**config.mk**
```make
export PLATFORM = sky130hd
export DESIGN_NAME = sipo_rx_flat
export DESIGN_NICKNAME = d
export VERILOG_FILES = /design/src/rtl/sipo_rx_if.sv /design/src/rtl/sipo_rx.sv /design/src/flat_wrapper.sv
export SDC_FILE = /design/constraint.sdc
export NUM_CORES = 1
export LEC_CHECK = 0
export BUFFER_PORTS_ARGS = -buffer_cell sky130_fd_sc_hd__buf_2
export CELL_PAD_IN_SITES_DETAIL_PLACEMENT = 1
export CELL_PAD_IN_SITES_GLOBAL_PLACEMENT = 1
export CORE_AREA = 2 2 40 52
export CTS_CLUSTER_SIZE = 20
export DETAILED_ROUTE_END_ITERATION = 16
export DIE_AREA = 0 0 42 54
export HOLD_SLACK_MARGIN = 0.03
export MAX_ROUTING_LAYER = met4
export PLACE_DENSITY_LB_ADDON = 0.1
export SYNTH_ARGS = -nofsm -noshare
export SYNTH_HDL_FRONTEND = slang
export SYNTH_SLANG_ARGS = --single-unit
```
**constraint.sdc**
```tcl
create_clock -name clk -period 2.03 [get_ports clk]
set_input_delay 0.406 -clock clk [delete_from_list [all_inputs] [get_ports clk]]
set_output_delay 0.406 -clock clk [all_outputs]
set_load 0.05 [all_outputs]
```
**src/rtl/sipo_rx_if.sv**
```systemverilog
// Bundle of the serial-link and parallel-consumer signals around sipo_rx.
// The receiver takes the slave modport; the link/consumer side takes master.
interface sipo_rx_if #(
  parameter int WIDTH = 4
);
  logic             serial_in;
  logic             bit_valid;
  logic             frame_start;
  logic             data_ready;
  logic             clr_overrun;
  logic [WIDTH-1:0] data_out;
  logic             data_valid;
  logic             overrun;
  logic             busy;

  modport master (
    output serial_in,
    output bit_valid,
    output frame_start,
    output data_ready,
    output clr_overrun,
    input  data_out,
    input  data_valid,
    input  overrun,
    input  busy
  );

  modport slave (
    input  serial_in,
    input  bit_valid,
    input  frame_start,
    input  data_ready,
    input  clr_overrun,
    output data_out,
    output data_valid,
    output overrun,
    output busy
  );
endinterface

```
**src/rtl/sipo_rx.sv**
```systemverilog
// MSB-first serial-in parallel-out receiver with a valid/ready holding register
// and a sticky overrun flag for words dropped under back-pressure.
//
// Handshake: a word moves to the consumer on a rising edge where
// data_valid && data_ready; data_out is frozen while data_valid is high and
// the word has not been accepted.
module sipo_rx #(
  parameter int WIDTH = 4
) (
  input  logic     clk,
  input  logic     rst_n,
  sipo_rx_if.slave bus,
  output logic     state_dbg_o
);

  typedef enum logic {
    IDLE  = 1'b0,
    SHIFT = 1'b1
  } state_e;

  localparam int             CW   = $clog2(WIDTH);
  localparam logic [CW-1:0]  LAST = CW'(WIDTH - 1);

  state_e           state_q;
  logic [CW-1:0]    cnt_q;
  logic [WIDTH-1:0] shift_q;
  logic [WIDTH-1:0] data_q;
  logic             valid_q;
  logic             overrun_q;
  logic             busy_q;

  logic [WIDTH-1:0] word_d;
  logic             start_d;
  logic             complete_d;
  logic             accept_d;
  logic             drop_d;

  always_comb begin
    word_d     = {shift_q[WIDTH-2:0], bus.serial_in};
    start_d    = bus.bit_valid && bus.frame_start;
    // frame_start takes priority over completion: a start bit always resyncs.
    complete_d = bus.bit_valid && !bus.frame_start &&
                 (state_q == SHIFT) && (cnt_q == LAST);
    accept_d   = valid_q && bus.data_ready;
    drop_d     = complete_d && valid_q && !bus.data_ready;
  end

  always_ff @(posedge clk or negedge rst_n) begin
    if (!rst_n) begin
      state_q   <= IDLE;
      cnt_q     <= '0;
      shift_q   <= '0;
      data_q    <= '0;
      valid_q   <= 1'b0;
      overrun_q <= 1'b0;
      busy_q    <= 1'b0;
    end else begin
      case (state_q)
        IDLE: begin
          if (start_d) begin
            shift_q <= {{(WIDTH-1){1'b0}}, bus.serial_in};
            cnt_q   <= CW'(1);
            state_q <= SHIFT;
            busy_q  <= 1'b1;
          end
        end
        SHIFT: begin
          if (start_d) begin
            shift_q <= {{(WIDTH-1){1'b0}}, bus.serial_in};
            cnt_q   <= CW'(1);
          end else if (complete_d) begin
            shift_q <= word_d;
            cnt_q   <= '0;
            state_q <= IDLE;
            busy_q  <= 1'b0;
          end else if (bus.bit_valid) begin
            shift_q <= word_d;
            cnt_q   <= cnt_q + CW'(1);
          end
        end
        default: begin
          state_q <= IDLE;
          busy_q  <= 1'b0;
        end
      endcase

      // A completing word may replace one that is being accepted on this edge.
      if (complete_d && (!valid_q || accept_d)) begin
        data_q  <= word_d;
        valid_q <= 1'b1;
      end else if (accept_d) begin
        valid_q <= 1'b0;
      end

      if (drop_d) begin
        overrun_q <= 1'b1;
      end else if (bus.clr_overrun) begin
        overrun_q <= 1'b0;
      end
    end
  end

  assign bus.data_out   = data_q;
  assign bus.data_valid = valid_q;
  assign bus.overrun    = overrun_q;
  assign bus.busy       = busy_q;
  assign state_dbg_o    = (state_q == SHIFT);

endmodule

```
**src/flat_wrapper.sv**
```systemverilog
// flat-port wrapper written by rule: the top's interface ports become plain ports
module sipo_rx_flat 
#(
  parameter int WIDTH = 4
)
  (clk, rst_n, state_dbg_o, bus_serial_in, bus_bit_valid, bus_frame_start, bus_data_ready, bus_clr_overrun, bus_data_out, bus_data_valid, bus_overrun, bus_busy);
  sipo_rx_if #(.WIDTH(WIDTH)) bus_i ();
  input  logic clk;
  input  logic rst_n;
  output logic state_dbg_o;
  input wire logic [$bits(bus_i.serial_in)-1:0] bus_serial_in;
  input wire logic [$bits(bus_i.bit_valid)-1:0] bus_bit_valid;
  input wire logic [$bits(bus_i.frame_start)-1:0] bus_frame_start;
  input wire logic [$bits(bus_i.data_ready)-1:0] bus_data_ready;
  input wire logic [$bits(bus_i.clr_overrun)-1:0] bus_clr_overrun;
  output wire logic [$bits(bus_i.data_out)-1:0] bus_data_out;
  output wire logic [$bits(bus_i.data_valid)-1:0] bus_data_valid;
  output wire logic [$bits(bus_i.overrun)-1:0] bus_overrun;
  output wire logic [$bits(bus_i.busy)-1:0] bus_busy;
  assign bus_i.serial_in = bus_serial_in;
  assign bus_i.bit_valid = bus_bit_valid;
  assign bus_i.frame_start = bus_frame_start;
  assign bus_i.data_ready = bus_data_ready;
  assign bus_i.clr_overrun = bus_clr_overrun;
  assign bus_data_out = bus_i.data_out;
  assign bus_data_valid = bus_i.data_valid;
  assign bus_overrun = bus_i.overrun;
  assign bus_busy = bus_i.busy;
  sipo_rx #(.WIDTH(WIDTH)) u_core (.clk(clk), .rst_n(rst_n), .bus(bus_i), .state_dbg_o(state_dbg_o));
endmodule
```
# Word level (Yosys, flattened, before mapping)
# Cells that the tools add are included.
# W data, S select, Z words.
# totals
input_bits,7
ff_bits,13
out_inout_bits,8
# classes
addsub,1
muxes,22
reduce_logical,16
eq_ne,5
bitwise_logic,1
# op_table
operator,count
$mux W3,4
$mux W1,10
$logic_and A1 B1 Y1,8
$mux W2,4
$pmux W3 S2,1
$ne A2 B2 Y1 const B,2
$ne A4 B4 Y1 const B,1
$pmux W1 S2,2
$pmux W2 S2,1
$reduce_bool A2 Y1,2
$logic_not A1 Y1,3
$reduce_and A3 Y1,1
$add A2 B1 Y2 const B,1
$eq A2 B2 Y1 const B,1
$ne A2 B1 Y1 const B,1
$reduce_and A2 Y1,1
$logic_or A1 B1 Y1,1
$not A1 Y1,1

# Longest topological paths before layout
# depth
depth_word,7
ltp_mapped,4
ltp_nobuf,4

# Least setup slack after synthesis
# Ideal clock, no wire load.
# synth_timing
path_type,register -> register
from,"register u_core.state_q, in the netlist u_core.state_dbg_o"
to,register u_core.shift_q[0]
n_path_buf,1
required_ns,1.905
stages_incl_launch_ff,4
slack_ns,0.573
synth_period_minus_slack_ns,1.457
arrival_ns,1.332
setup_time_ns,0.125
path_cell_list,dfrtp_1 -> buf_4 -> o21ai_0 -> mux2_2
# synth_via
elab_chain_len,5
elab_cells_between_ends,9
classes_between,2 x eq/ne; 3 x mux; 1 x bitwise; 3 x reduce/logical
# synth_rtl
element,line,rtl
start: declaration,sipo_rx.sv:24,state_e state_q;
start signal: assignment,sipo_rx.sv:50,state_q <= IDLE;
start signal: assignment,sipo_rx.sv:63,state_q <= SHIFT;
start signal: assignment,sipo_rx.sv:74,state_q <= IDLE;
$logic_and A1 B1 Y1,sipo_rx.sv:42,complete_d = bus.bit_valid && !bus.frame_start &&
$logic_and A1 B1 Y1,sipo_rx.sv:43,(state_q == SHIFT) && (cnt_q == LAST);
$mux W3,sipo_rx.sv:71,end else if (complete_d) begin
$mux W3,sipo_rx.sv:68,if (start_d) begin
$pmux W3 S2,sipo_rx.sv:58,case (state_q)
end signal: assignment,sipo_rx.sv:61,"shift_q <= {{(WIDTH-1){1'b0}}, bus.serial_in};"
end signal: assignment,sipo_rx.sv:69,"shift_q <= {{(WIDTH-1){1'b0}}, bus.serial_in};"
end signal: assignment,sipo_rx.sv:72,shift_q <= word_d;
end: declaration,sipo_rx.sv:26,logic [WIDTH-1:0] shift_q;
# Parallel ways exist; a longest one is shown, timed or not.
# A chain may end at the register's enable or synchronous reset.

# Worst setup path in the final report
# layout_timing
from,"register u_core.state_q, in the netlist u_core.state_dbg_o"
to,output state_dbg_o
# layout_rtl
element,line,rtl
end: declaration,flat_wrapper.sv:10,output logic state_dbg_o;
# No word-level cell between the ends.

==> flow_metrics.tcl <==
set metrics [dict create \
    outcome "finished, final reports clean" \
    syn_inst 50 \
    slowest_delay_ns 0.59 \
    critical_path.slowest_cell "dfrtp_1" \
    gr-max-usage-layer "met2" \
    pre_cts_slack_ns 0.559 \
    clk_latency_ns 0.28 \
    hold_viol_final 0 \
    yosys-top-cells-area "dfrtp_1, mux2_2, o22ai_1" \
    cts.repair.resized 0 \
    drive_above_1_share 0.364 \
    die_area_mm2 0.00227 \
    grt_overflow_total 0 \
    layout_common_cells "buf_2, dfrtp_1, nand2_1, mux2_2" \
    hp-class "input pin to register" \
    fmax_mhz 619 \
    tns_ns 0 \
    ys_warn_count 0 \
    avgSynthCellArea_um2 12.0 \
    rows 18 \
    holdWs_ns 0.310 \
    finalSetupViolCount 0 \
    slew_headroom 0.731 \
    cts_buffers 3 \
    arrival_ns 1.21 \
    final.setup_skew_ns 0.00449 \
    post_drt_via_cell_ratio 5.01 \
    ant_nets 0 \
    grt_use_total 0.123 \
    first_pass_iters 4 \
    place_area_um2 667 \
    synthesis.area_um2 598 \
    synth_top_cell_by_area "dfrtp_1" \
    grtUsageMet1 0.149 \
    clockBufferDepth 2 \
    drtIter0Drc 8 \
    period_needed_ns 1.62 \
    post-dp-hpwl_um 909 \
    crit_path_end_kind "output pin" \
    grt_pass1_vias 441 \
    cpLargestDelayFamily "flip-flops" \
    slew_violations 0 \
    cp_max_fo 12 \
    grt_pass1_wl_mm 1.97 \
    cp_num_buf_inv 1 \
    grt_max_degree 14 \
    cp.required_ns 1.62 \
    dieWidth_um 42 \
    synth_cell_type_count 18 \
    fill_cells 222 \
    final_common_cell "buf_2" \
    netlist.area_leader.share 0.544 \
    area_delta_synth_final_pct 17.6 \
    p_total_w 0.000963 \
    initial_core_util 0.328 \
    core_mm2 0.00182 \
    drv_cap 0 \
    root_buffer "clkbuf_4" \
    cts_tree "built" \
    rsz0062_at_grt "false" \
    period_share 0.796 \
    start_kind "register" \
    vdd_ir_drop_max_mv 0.439 \
    path_class "register to output pin" \
    antenna-diode-count 0 \
    critical_path.cell_chain "buf_2" \
    postSynthNetCount 58 \
    drc 0 \
    drt_wl_total_mm 1.18 \
    post_drt_wl_per_cell_um 13.8 \
    io_buffer_count 14 \
    max_slew.worst_pin.slew_ns 0.403 \
    finalWorstSetupSlack_ns 0.414 \
    ys_ff_latch 13 \
    vias 431 \
    p_per_area_mw_per_mm2 1370 \
    gp_congestion 0.625 \
    use_met2 0.195 \
    clkSinkCount 13 \
    p_leak_nw 0.350 \
    antenna_found_initial 0 \
    ios 15 \
    fin_nets 75 \
    use_met3 0.0235 \
    clk_pin_slew_ns 0.08 \
    die_y_um 54 \
    yosysSeqAreaShare 0.544 \
    htree_levels 1 \
    design_area_um2 703 \
]
stage by stage:
step                      cells   util
after floorplan              50      -
after global placement       81  0.366
after detailed placement     81  0.366
after CTS                    86  0.385
after global routing         86  0.385
final                        86  0.385
kinds of logic after synthesis:
group | count (synthesis) | synth area share
and+or+nand+nor | 11 | 0.134
adders and majority gates | 1 | 0.0209
buffers and inverters | 7 | 0.0690
DFF | 13 | 0.544
muxes | 5 | 0.0941
AOI/OAI and AO/OA | 13 | 0.138
flip-flops by register name, summed over array words and instances, names as in the netlist:
| name | flops |
|---|---|
| u_core.shift_q | 3 |
| u_core.bus.data_out | 4 |
| u_core.cnt_q | 2 |
| u_core.bus.busy | 1 |
| u_core.bus.data_valid | 1 |
| u_core.bus.overrun | 1 |
| u_core.state_dbg_o | 1 |
what timing repair did:
| item | 4_1_cts | 5_1_grt |
|---|---|---|
| setup buffers | 0 | 0 |
| hold buffers | 1 | 0 |
| endpoints found under the hold margin | 13 | 0 |
power breakdown:
part           total (W)  switching [W]  internal, W
logic           0.000399       0.000268     0.000131
clock network   0.000162      0.0000856    0.0000762
registers       0.000402      0.0000674     0.000335
worst paths after layout:
| path | start | endpoint | slack, ns | cells past startpoint |
|---|---|---|---|---|
| setup / recovery | u_core.state_dbg_o | state_dbg_o | 0.41 | 1 |
| hold / removal | bus_clr_overrun | u_core.bus.overrun | 0.31 | 2 |
| setup reg to reg | u_core.cnt_q[0] | u_core.bus.data_out[0] | 0.56 | 4 |
| hold reg to reg | u_core.bus.data_out[1] | u_core.bus.data_out[1] | 0.51 | 1 |
| max in group asynchronous | rst_n | u_core.bus.busy | 1.25 | 2 |
| min in group asynchronous | rst_n | u_core.bus.data_out[2] | 0.54 | 2 |
area by class of cell:
class,instances,area (µm²),share of cell area
Tap cell,20,25.0,0.0356
Clock buffer,4,26.3,0.0374
Sequential cell,13,325,0.463
Inverter,4,15.0,0.0214
Multi-Input combinational cell,30,231,0.329
Timing Repair Buffer,15,80.1,0.114
synth_stat cells:
cell and n:
o22ai_1 4, o22a_1 1, ha_1 1, dfrtp_1 13, nand2_1 5, o21ai_0 3
buf_6 1, nor2b_4 1, nand4b_4 1, nand2b_1 1, o21a_1 2, buf_4 2
a21oi_1 2, nor3b_1 1, inv_1 4, a22o_1 1, mux2_2 5, nand3_1 2
per-layer routing:
layer  share of wire  wire length [µm]  up-vias
met5               0                 0        -
met3           0.056                66        5
met4           0.025                29        0
met1            0.42               497      204
li1                -                 -      206
met2            0.50               589       16
Note: power is estimated with default switching activity, not from simulation.
